<file path="config.mk">
export PLATFORM = sky130hd
export DESIGN_NAME = wrr_hold_arbiter_flat
export DESIGN_NICKNAME = d
export VERILOG_FILES = /design/src/rtl/wrr_hold_arbiter_pkg.sv /design/src/rtl/wrr_hold_arbiter_if.sv /design/src/rtl/wrr_hold_arbiter_rr_pick.sv /design/src/rtl/wrr_hold_arbiter.sv /design/src/flat_wrapper.sv
export SDC_FILE = /design/constraint.sdc
export NUM_CORES = 1
export LEC_CHECK = 0
export BUFFER_PORTS_ARGS = -buffer_cell sky130_fd_sc_hd__buf_2
export CORE_MARGIN = 10
export CORE_UTILIZATION = 57
export CTS_BUF_LIST = sky130_fd_sc_hd__clkbuf_4 sky130_fd_sc_hd__clkbuf_8
export DETAILED_ROUTE_END_ITERATION = 10
export PLACE_DENSITY = 0.89
export SETUP_SLACK_MARGIN = 0.15
export SLEW_MARGIN = 40
export SYNTH_ARGS = -nofsm -noshare
export SYNTH_HDL_FRONTEND = slang
export SYNTH_SLANG_ARGS = --single-unit
export TNS_END_PERCENT = 100
</file>
<file path="constraint.sdc">
create_clock -name clk -period 4.4 [get_ports clk]
set_input_delay 0 -clock clk [delete_from_list [all_inputs] [get_ports clk]]
set_output_delay 0 -clock clk [all_outputs]
set_load 0.02 [all_outputs]
</file>
<file path="src/rtl/wrr_hold_arbiter_pkg.sv">
`default_nettype none
// ============================================================================
// wrr_hold_pkg : shared FSM type and weight helper for wrr_hold_arbiter
// Revision 1.0
// ============================================================================
package wrr_hold_pkg;

  typedef enum logic {IDLE = 1'b0, HOLD = 1'b1} wrr_state_e;

  localparam int MAX_WW = 32;

  function automatic logic [MAX_WW-1:0] clamp_weight(input logic [MAX_WW-1:0] w);
    return (w == '0) ? MAX_WW'(1) : w;
  endfunction

endpackage
`default_nettype wire

</file>
<file path="src/rtl/wrr_hold_arbiter_if.sv">
`default_nettype none
// ============================================================================
// wrr_hold_if : request/weight/grant bundle for wrr_hold_arbiter
// Revision 1.0  (gnt_cnt present only with WRR_HOLD_GNT_CNT_EN)
// ============================================================================
interface wrr_hold_if #(
  parameter int N     = 4,
  parameter int WW    = 4,
  parameter int CNT_W = 16
);

  logic [N-1:0]         req;
  logic [N*WW-1:0]      weight;
  logic [N-1:0]         gnt;
  logic                 gnt_vld;
  logic [$clog2(N)-1:0] gnt_id;

  if (CNT_W < 1) begin : g_cnt_w_chk
    $error("wrr_hold_if: CNT_W must be at least 1");
  end

`ifdef WRR_HOLD_GNT_CNT_EN
  logic [N*CNT_W-1:0]   gnt_cnt;

  modport master (output req, weight, input gnt, gnt_vld, gnt_id, gnt_cnt);
  modport slave  (input req, weight, output gnt, gnt_vld, gnt_id, gnt_cnt);
`else
  modport master (output req, weight, input gnt, gnt_vld, gnt_id);
  modport slave  (input req, weight, output gnt, gnt_vld, gnt_id);
`endif

endinterface
`default_nettype wire

</file>
<file path="src/rtl/wrr_hold_arbiter_rr_pick.sv">
`default_nettype none
// ============================================================================
// rr_pick : combinational rotating-priority picker, first set bit from ptr up
// Revision 1.0
// ============================================================================
module rr_pick #(
  parameter int N = 4
) (
  input  wire logic [N-1:0]         req,
  input  wire logic [$clog2(N)-1:0] ptr,
  output logic      [N-1:0]         pick,
  output logic      [$clog2(N)-1:0] pick_idx,
  output logic                      any
);

  localparam int PW = $clog2(N);

  logic [PW:0] idx_w;

  always_comb begin
    pick     = '0;
    pick_idx = '0;
    any      = 1'b0;
    idx_w    = '0;
    for (int k = 0; k < N; k++) begin
      // ptr + k is below 2N, so one conditional subtract gives the modulo
      idx_w = {1'b0, ptr} + (PW+1)'(k);
      if (idx_w >= (PW+1)'(N)) begin
        idx_w = idx_w - (PW+1)'(N);
      end
      if (!any && req[idx_w[PW-1:0]]) begin
        any                   = 1'b1;
        pick_idx              = idx_w[PW-1:0];
        pick[idx_w[PW-1:0]]   = 1'b1;
      end
    end
  end

endmodule
`default_nettype wire

</file>
<file path="src/rtl/wrr_hold_arbiter.sv">
`default_nettype none
// ============================================================================
// wrr_hold_arbiter : weighted round-robin arbiter with grant hold and
// zero-bubble handoff. Optional grant-event counters: WRR_HOLD_GNT_CNT_EN.
// Revision 1.0
// ============================================================================
module wrr_hold_arbiter
  import wrr_hold_pkg::*;
#(
  parameter int N     = 4,
  parameter int WW    = 4,
  parameter int CNT_W = 16
) (
  input  wire logic clk,
  input  wire logic rstn,
  wrr_hold_if.slave bus
);

  localparam int PW = $clog2(N);

  if (N < 2 || N > 16 || WW < 1 || WW > MAX_WW || CNT_W < 1) begin : g_param_chk
    $error("wrr_hold_arbiter: parameter out of range");
  end

  wrr_state_e     state, state_nxt;
  logic [PW-1:0]  ptr, ptr_nxt;
  logic [PW-1:0]  holder, holder_nxt;
  logic [WW-1:0]  credit, credit_nxt;
  logic [N-1:0]   gnt_q, gnt_nxt;
  logic           vld_q, vld_nxt;
  logic           start;

  logic [WW-1:0]  w_arr [N];
  logic [PW-1:0]  ptr_after;
  logic [PW-1:0]  pick_ptr;
  logic [N-1:0]   pick;
  logic [PW-1:0]  pick_idx;
  logic           pick_any;

  for (genvar i = 0; i < N; i++) begin : g_w
    assign w_arr[i] = bus.weight[i*WW +: WW];
  end

  // On release the picker must already see the rotated pointer, so IDLE and
  // release can share one picker instance.
  assign ptr_after = (holder == PW'(N-1)) ? '0 : holder + PW'(1);
  assign pick_ptr  = (state == HOLD) ? ptr_after : ptr;

  rr_pick #(.N(N)) u_pick (
    .req      (bus.req),
    .ptr      (pick_ptr),
    .pick     (pick),
    .pick_idx (pick_idx),
    .any      (pick_any)
  );

  always_comb begin
    state_nxt  = state;
    ptr_nxt    = ptr;
    holder_nxt = holder;
    credit_nxt = credit;
    gnt_nxt    = gnt_q;
    vld_nxt    = vld_q;
    start      = 1'b0;
    case (state)
      IDLE: begin
        if (pick_any) start = 1'b1;
      end
      HOLD: begin
        if (bus.req[holder] && credit > WW'(1)) begin
          credit_nxt = credit - WW'(1);
        end else begin
          ptr_nxt = ptr_after;
          if (pick_any) begin
            start = 1'b1;
          end else begin
            state_nxt = IDLE;
            gnt_nxt   = '0;
            vld_nxt   = 1'b0;
          end
        end
      end
      default: state_nxt = IDLE;
    endcase
    if (start) begin
      state_nxt  = HOLD;
      holder_nxt = pick_idx;
      credit_nxt = WW'(clamp_weight(MAX_WW'(w_arr[pick_idx])));
      gnt_nxt    = pick;
      vld_nxt    = 1'b1;
    end
  end

  always_ff @(posedge clk or negedge rstn) begin
    if (!rstn) begin
      state  <= IDLE;
      ptr    <= '0;
      holder <= '0;
      credit <= '0;
      gnt_q  <= '0;
      vld_q  <= 1'b0;
    end else begin
      state  <= state_nxt;
      ptr    <= ptr_nxt;
      holder <= holder_nxt;
      credit <= credit_nxt;
      gnt_q  <= gnt_nxt;
      vld_q  <= vld_nxt;
    end
  end

  assign bus.gnt     = gnt_q;
  assign bus.gnt_vld = vld_q;
  assign bus.gnt_id  = holder;

`ifdef WRR_HOLD_GNT_CNT_EN
  logic [CNT_W-1:0] cnt_q [N];

  for (genvar i = 0; i < N; i++) begin : g_cnt
    always_ff @(posedge clk or negedge rstn) begin
      if (!rstn) begin
        cnt_q[i] <= '0;
      end else if (start && pick_idx == PW'(i) && cnt_q[i] != '1) begin
        cnt_q[i] <= cnt_q[i] + CNT_W'(1);
      end
    end
    assign bus.gnt_cnt[i*CNT_W +: CNT_W] = cnt_q[i];
  end
`endif

endmodule
`default_nettype wire

</file>
<file path="src/flat_wrapper.sv">
// flat-port wrapper written by rule: the top's interface ports become plain ports
module wrr_hold_arbiter_flat import wrr_hold_pkg::*;
#(
  parameter int N     = 4,
  parameter int WW    = 4,
  parameter int CNT_W = 16
)
  (clk, rstn, bus_req, bus_weight, bus_gnt, bus_gnt_vld, bus_gnt_id);
  wrr_hold_if #(.N(N), .WW(WW), .CNT_W(CNT_W)) bus_i ();
  input  wire logic clk;
  input  wire logic rstn;
  input wire logic [$bits(bus_i.req)-1:0] bus_req;
  input wire logic [$bits(bus_i.weight)-1:0] bus_weight;
  output wire logic [$bits(bus_i.gnt)-1:0] bus_gnt;
  output wire logic [$bits(bus_i.gnt_vld)-1:0] bus_gnt_vld;
  output wire logic [$bits(bus_i.gnt_id)-1:0] bus_gnt_id;
  assign bus_i.req = bus_req;
  assign bus_i.weight = bus_weight;
  assign bus_gnt = bus_i.gnt;
  assign bus_gnt_vld = bus_i.gnt_vld;
  assign bus_gnt_id = bus_i.gnt_id;
  wrr_hold_arbiter #(.N(N), .WW(WW), .CNT_W(CNT_W)) u_core (.clk(clk), .rstn(rstn), .bus(bus_i));
endmodule
</file>
==> qor.csv, run 1 <==
metric,value,unit
total CTS buffers,3,
Netlist cell types,45,
final number of setup-violating endpoints,0,
detailed placement HPWL,2790,µm
die height,69.45,µm
clk sinks,14,
sequential area share after synthesis,25.13,%
# DRC,0,
Ports,29,
clock buffer depth,2,
Initial Utilization,61.24,%
initial antenna violation count,0,
"Avg Cell Area, Syn",9.110,µm²
syn_nets,186,
post-synthesis register bit count,14,
clk slew on worst S/H paths,0.09,ns
clock insertion delay at the later pin of the skew report,0.27,ns
max_cap viols,0,
slowest CP cell,mux2i_1,
CTS root buffer,clkbuf_4,
final worst-path cycle share,84.20,%
RSZ-0062 raised after global routing,false,
hold crit path type,input pin to asynchronous set/reset pin,
Setup crit start kind,register,
outcome,completed,
Cell Rows,17,
maximum fanout along the worst path,10,
largest net degree at the start of global routing,15,
final worst setup slack,0.6953,ns
diode count,0,
Ys Warns,0,
Post-Synthesis Cells,153,
fin crit period,3.705,ns
setup slack at placement,0.7718,ns
share of layout cells above drive strength 1,25.99,%
Final Hold Viols,0,
GP Congestion,0.9182,
Critical Path Max Stage Delay,0.47,ns
WL per Instance,17.04,µm
fmax,269.9,MHz
critical path cell sequence,ha_1 -> mux2i_1 -> ha_1 -> nor4b_1 -> o21ai_0 -> a21boi_1 -> o32a_1 -> mux2i_1 -> nor3_2 -> a221o_1,
Total GRT Usage,14.65,%
Final Core Density,68.77,%
Worst Skew,0.001269,ns
CP arrival,3.87,ns
Die Wd,69.45,µm
Congestion Overflow GR,0,
PortBufs,28,
total wire length,3494,µm
mapped cell area,0.001394,mm²
TritonCTS clock tree,built,
slew margin rel.,61.37,%
Final nets,211,
total iterations of the first detailed-routing run,5,
Setup Crit Path Kind,register to register,
Register-to-Register Path Depth,10,
Critical Path RT,4.56,ns
first-pass GRT wire length,6237,µm
Total Die Area,0.004823,mm²
Syn-to-layout area delta,12.30,%
"FFs w/ async S/R, synth",100.0,%
Tightest Pin Transition,0.5633,ns
Vias/cell,6.502,
number of flops mapped to enable cells by yosys,0,
H-tree levels,1,
Setup TNS,0,ns
"antenna viol nets, final",0,
vias in the first global route,1370,
Resized Gates After CTS,0,
core area,0.002276,mm²
WHS,0.1482,ns
vias post-DR,1333,
max-slew violation count,0,
ys flop type,dfrtp_1,
crit end category,register,
First DRT Iteration DRCs,78,
==> cells by family (layout without fill, tap and decap cells) <==
kind of cell / after synthesis / count (layout) / synth area share [%]
mux: 17 / 17 / 15.44
buf+inv: 17 / 41 / 6.284
simple gates: 50 / 50 / 19.93
flops: 14 / 14 / 25.13
fa+ha+maj: 11 / 11 / 9.874
compound gates: 44 / 44 / 23.34
==> worst paths after layout <==
kind / endpoint / startpoint / slack (ns)
hold reg to reg: u_core.bus.gnt_vld / u_core.bus.gnt_vld / 0.48
setup reg to reg: u_core.credit[0] / u_core.bus.gnt_id[0] / 0.70
hold / removal: u_core.bus.gnt[2] / rstn / 0.15
setup / recovery: u_core.credit[0] / u_core.bus.gnt_id[0] / 0.70
max in group asynchronous: u_core.bus.gnt_id[1] / rstn / 4.02
min in group clk: u_core.credit[1] / bus_weight[13] / 0.23
==> flip-flops by register name, indices dropped and copies added (netlist names) <==
signal              cells
u_core.credit           4
u_core.bus.gnt          4
u_core.bus.gnt_vld      1
u_core.bus.gnt_id       2
u_core.state            1
u_core.ptr              2
==> repair_timing <==
item                                   4_1_cts  5_1_grt
setup buffers                                0        0
endpoints found under the hold margin       14        0
hold buffers                                 1        0
setup endpoints to repair                    0        0
==> cell usage after synthesis, types with 2 or more instances <==
master    number  area (µm²)
clkbuf_1       6       22.52
mux4_2         2       45.04
or3_1          3       18.77
a221o_1        5       50.05
ha_1          11       137.6
a211oi_1       2       15.01
nor3_1         2       10.01
nor4b_1        3       26.28
inv_1          7       26.28
mux2_2         3       33.78
o21ai_0       10       50.05
nand2_1       17       63.81
buf_6          2       22.52
nor2_1        10       37.54
nor4_1         4       25.02
a22o_1         4       35.03
a21oi_1        5       25.02
a31oi_1        3       18.77
o31ai_1        3       22.52
mux2i_1       11       110.1
nor2b_1        3       18.77
dfrtp_1       14       350.3
==> critical path: cells and delay by family, from the launching register on <==
family | cells | cell delay (ns)
AND/OR/NAND/NOR | 2 | 0.35
flip-flops | 1 | 0.46
multiplexers | 2 | 0.75
AO/OA/AOI/OAI | 4 | 1.32
adder cells (fa/ha/maj) | 2 | 0.72
==> metal layers <==
layer | GRT usage (%) | up-vias | wire length, µm
met3 | 5.278 | 4 | 285
met5 | 0 | - | 0
met2 | 23.08 | 58 | 1655
met1 | 18.44 | 643 | 1514
li1 | - | 628 | -
met4 | 3.326 | 0 | 40
==> final cells by class <==
| cell class | count | area [µm²] |
|---|---|---|
| multi-input cells | 122 | 958.4 |
| fillers | 173 | 710.7 |
| flip-flops and latches | 14 | 350.3 |
| repair buffers | 29 | 150.1 |
| clock buffers | 4 | 36.28 |
| inverters | 8 | 35.03 |
| well taps | 28 | 35.03 |
==> placed cells by master, fill, tap and decap left out, types with 2 or more instances in the layout <==
cell	synthesis	layout
a211oi_1	2	2
dfrtp_1	14	14
nor3_1	2	2
nor4b_1	3	3
nand2_1	17	17
nor2b_1	3	3
buf_2	0	28
inv_1	7	7
a221o_1	5	5
mux2_2	3	3
clkbuf_4	0	3
mux2i_1	11	11
ha_1	11	11
a22o_1	4	4
nor4_1	4	4
mux4_2	2	2
a21oi_1	5	5
o31ai_1	3	3
a31oi_1	3	3
o21ai_0	10	10
or3_1	3	3
nor2_1	10	9
==> per-stage QoR <==
stage	cell area [µm²]	instances
detailed placement	1516	200
CTS	1563	205
floorplan	1394	153
global route	1565	205
finish	1565	205
global placement	1516	200
Power of run 1 is not shown: default switching activity piles up to over one toggle a cycle in this logic, so the estimate is an artifact.
==> run 2, diff against run 1 <==
- clock period: 4.4 -> 3.6 ns (I/O delays scaled with it)
==> run 2 against run 1 <==
Register-to-register slack worse by 0.30 ns. Routed wire length is 0.74% higher. Setup slack worse by 0.30 ns. Hold slack worse by 0.013 ns. Sequential share of layout area is 0.51 points lower. Fmax is 16% higher. First-iteration DRC count is 22% lower. Die area stayed put. Clock-buffer cell count stayed put. Global-route usage is 0.38 points lower. Non-clock buffer count is 2 higher.
==> qor.csv, run 2 (synthesis gave the netlist of run 1 again) <==
metric,value,unit,change
outcome,completed,,
fmax,312.3,MHz,+16%
Vias/cell,6.459,,-0.67%
maximum fanout along the worst path,10,,unchanged
Final Hold Viols,0,,unchanged
clk sinks,14,,unchanged
Total GRT Usage,14.27,%,-0.38 points
vias post-DR,1337,,+0.30%
detailed placement HPWL,2768,µm,-0.76%
TritonCTS clock tree,built,,
# DRC,0,,unchanged
metal3 WL,316,µm,+11%
core area,0.002276,mm²,unchanged
Critical Path RT,3.77,ns,-0.79 ns
clock insertion delay at the later pin of the skew report,0.28,ns,about the same
RSZ-0062 raised after global routing,false,,
Setup crit start kind,register,,
r2r startpoint,u_core.bus.gnt_id[1],,
Final nets,213,,+0.95%
"commonest non-fill, non-tap cell in the layout",buf_2,,
max-slew violation count,0,,unchanged
"antenna viol nets, final",0,,unchanged
crit path to,u_core.credit[0],,
fin crit period,3.202,ns,-0.5026 ns
crit path launch,u_core.bus.gnt_id[1],,
H-tree levels,1,,unchanged
hold crit path type,input pin to asynchronous set/reset pin,,
crit end category,register,,
Ports,29,,unchanged
Setup Crit Path Kind,register to register,,
flop-to-flop setup slack,0.40,ns,-0.30 ns
area of the multi-input gates,979.7,µm²,+2.2%
Setup TNS,0,ns,unchanged
Register-to-Register Path Depth,10,,unchanged
Die Wd,69.45,µm,unchanged
clock buffer depth,2,,unchanged
Congestion Overflow GR,0,,unchanged
Max Used Layer,met4,,
GP Congestion,0.9053,,-1.4%
Cell Rows,17,,unchanged
filler instances,173,,unchanged
Syn-to-layout area delta,14.90,%,
max_cap viols,0,,unchanged
most frequent cells in the layout,"buf_2, nand2_1, dfrtp_1",,
first-pass GRT wire length,6030,µm,-3.3%
final worst-path cycle share,88.95,%,+4.7 points
initial antenna violation count,0,,unchanged
final number of setup-violating endpoints,0,,unchanged
total CTS buffers,3,,unchanged
Initial Utilization,61.24,%,unchanged
met2 WL,1637,µm,-1.1%
total wire length,3520,µm,+0.74%
Worst Skew,0.006049,ns,+0.004780 ns
slew margin rel.,58.58,%,-2.8 points
clk slew on worst S/H paths,0.09,ns,about the same
Final Core Density,70.37,%,+1.6 points
CTS root buffer,clkbuf_4,,
Total Die Area,0.004823,mm²,unchanged
largest net degree at the start of global routing,15,,unchanged
PortBufs,28,,unchanged
First DRT Iteration DRCs,61,,-22%
share of layout cells above drive strength 1,29.61,%,+3.6 points
total iterations of the first detailed-routing run,4,,-1
WL per Instance,17.00,µm,-0.23%
Seq. cell area,350.3,µm²,unchanged
die height,69.45,µm,unchanged
CP arrival,3.37,ns,-0.50 ns
met1 wire length,1474,µm,-2.6%
r2r endpoint,u_core.credit[0],,
Tightest Pin Transition,0.6213,ns,+0.05803 ns
vias in the first global route,1296,,-5.4%
diode count,0,,unchanged
-- run 2: cell type report --
class                      count  share of cell area, %
tap                           28                  2.187
multi-input combinational    122                  61.17
sequential                    14                  21.87
timing repair buffer          31                  10.31
clock buffer                   4                  2.266
inverter                       8                  2.187
-- run 2: critical path, cell delays in order (launching register included) --
cell	delay, ns
dfrtp_1	0.42
ha_1	0.34
mux2i_4	0.25
ha_2	0.39
nor4b_1	0.17
o21ai_0	0.29
a21boi_2	0.15
o32a_2	0.44
a211oi_1	0.22
a21oi_1	0.08
a221o_1	0.35
-- run 2: worst min path at each step --
stage          cells after the start  slack (ns)  from              endpoint
2_1_floorplan                      0       -0.30  rstn     u_core.bus.gnt[0]
4_1_cts                            2        0.15  rstn     u_core.bus.gnt[2]
5_1_grt                            2        0.17  rstn      u_core.credit[3]
6_report                           2        0.14  rstn  u_core.bus.gnt_id[1]
3_5_place_dp                       1       -0.09  rstn     u_core.bus.gnt[2]
3_3_place_gp                       1       -0.10  rstn     u_core.bus.gnt[1]
-- run 2: stage by stage --
stage | cells | setup WS, ns | instance area [µm²] | hold WS [ns]
global placement | 202 | 0.2866 | 1531 | -0.1001
detailed placement | 202 | 0.07163 | 1531 | -0.09447
finish | 207 | 0.3979 | 1602 | 0.1356
global route | 207 | 0.1603 | 1602 | 0.1707
floorplan | 153 | 0.3017 | 1394 | -0.2956
CTS | 207 | 0.2101 | 1583 | 0.1543
-- run 2: what timing repair did --
action | in CTS | in global routing
buffers inserted | 0 | 0
hold buffers | 1 | 0
setup endpoints to repair | 3 | 5
endpoints found under the hold margin | 14 | 0
resized for setup | 2 | 4
-- run 2: metal layers --
metal  GRT usage, %  vias up
met5              0        -
met4          4.435        0
met3          5.421       10
met2          22.88       74
met1          17.02      618
li1               -      635
Power of run 2 is left out for the same reason.
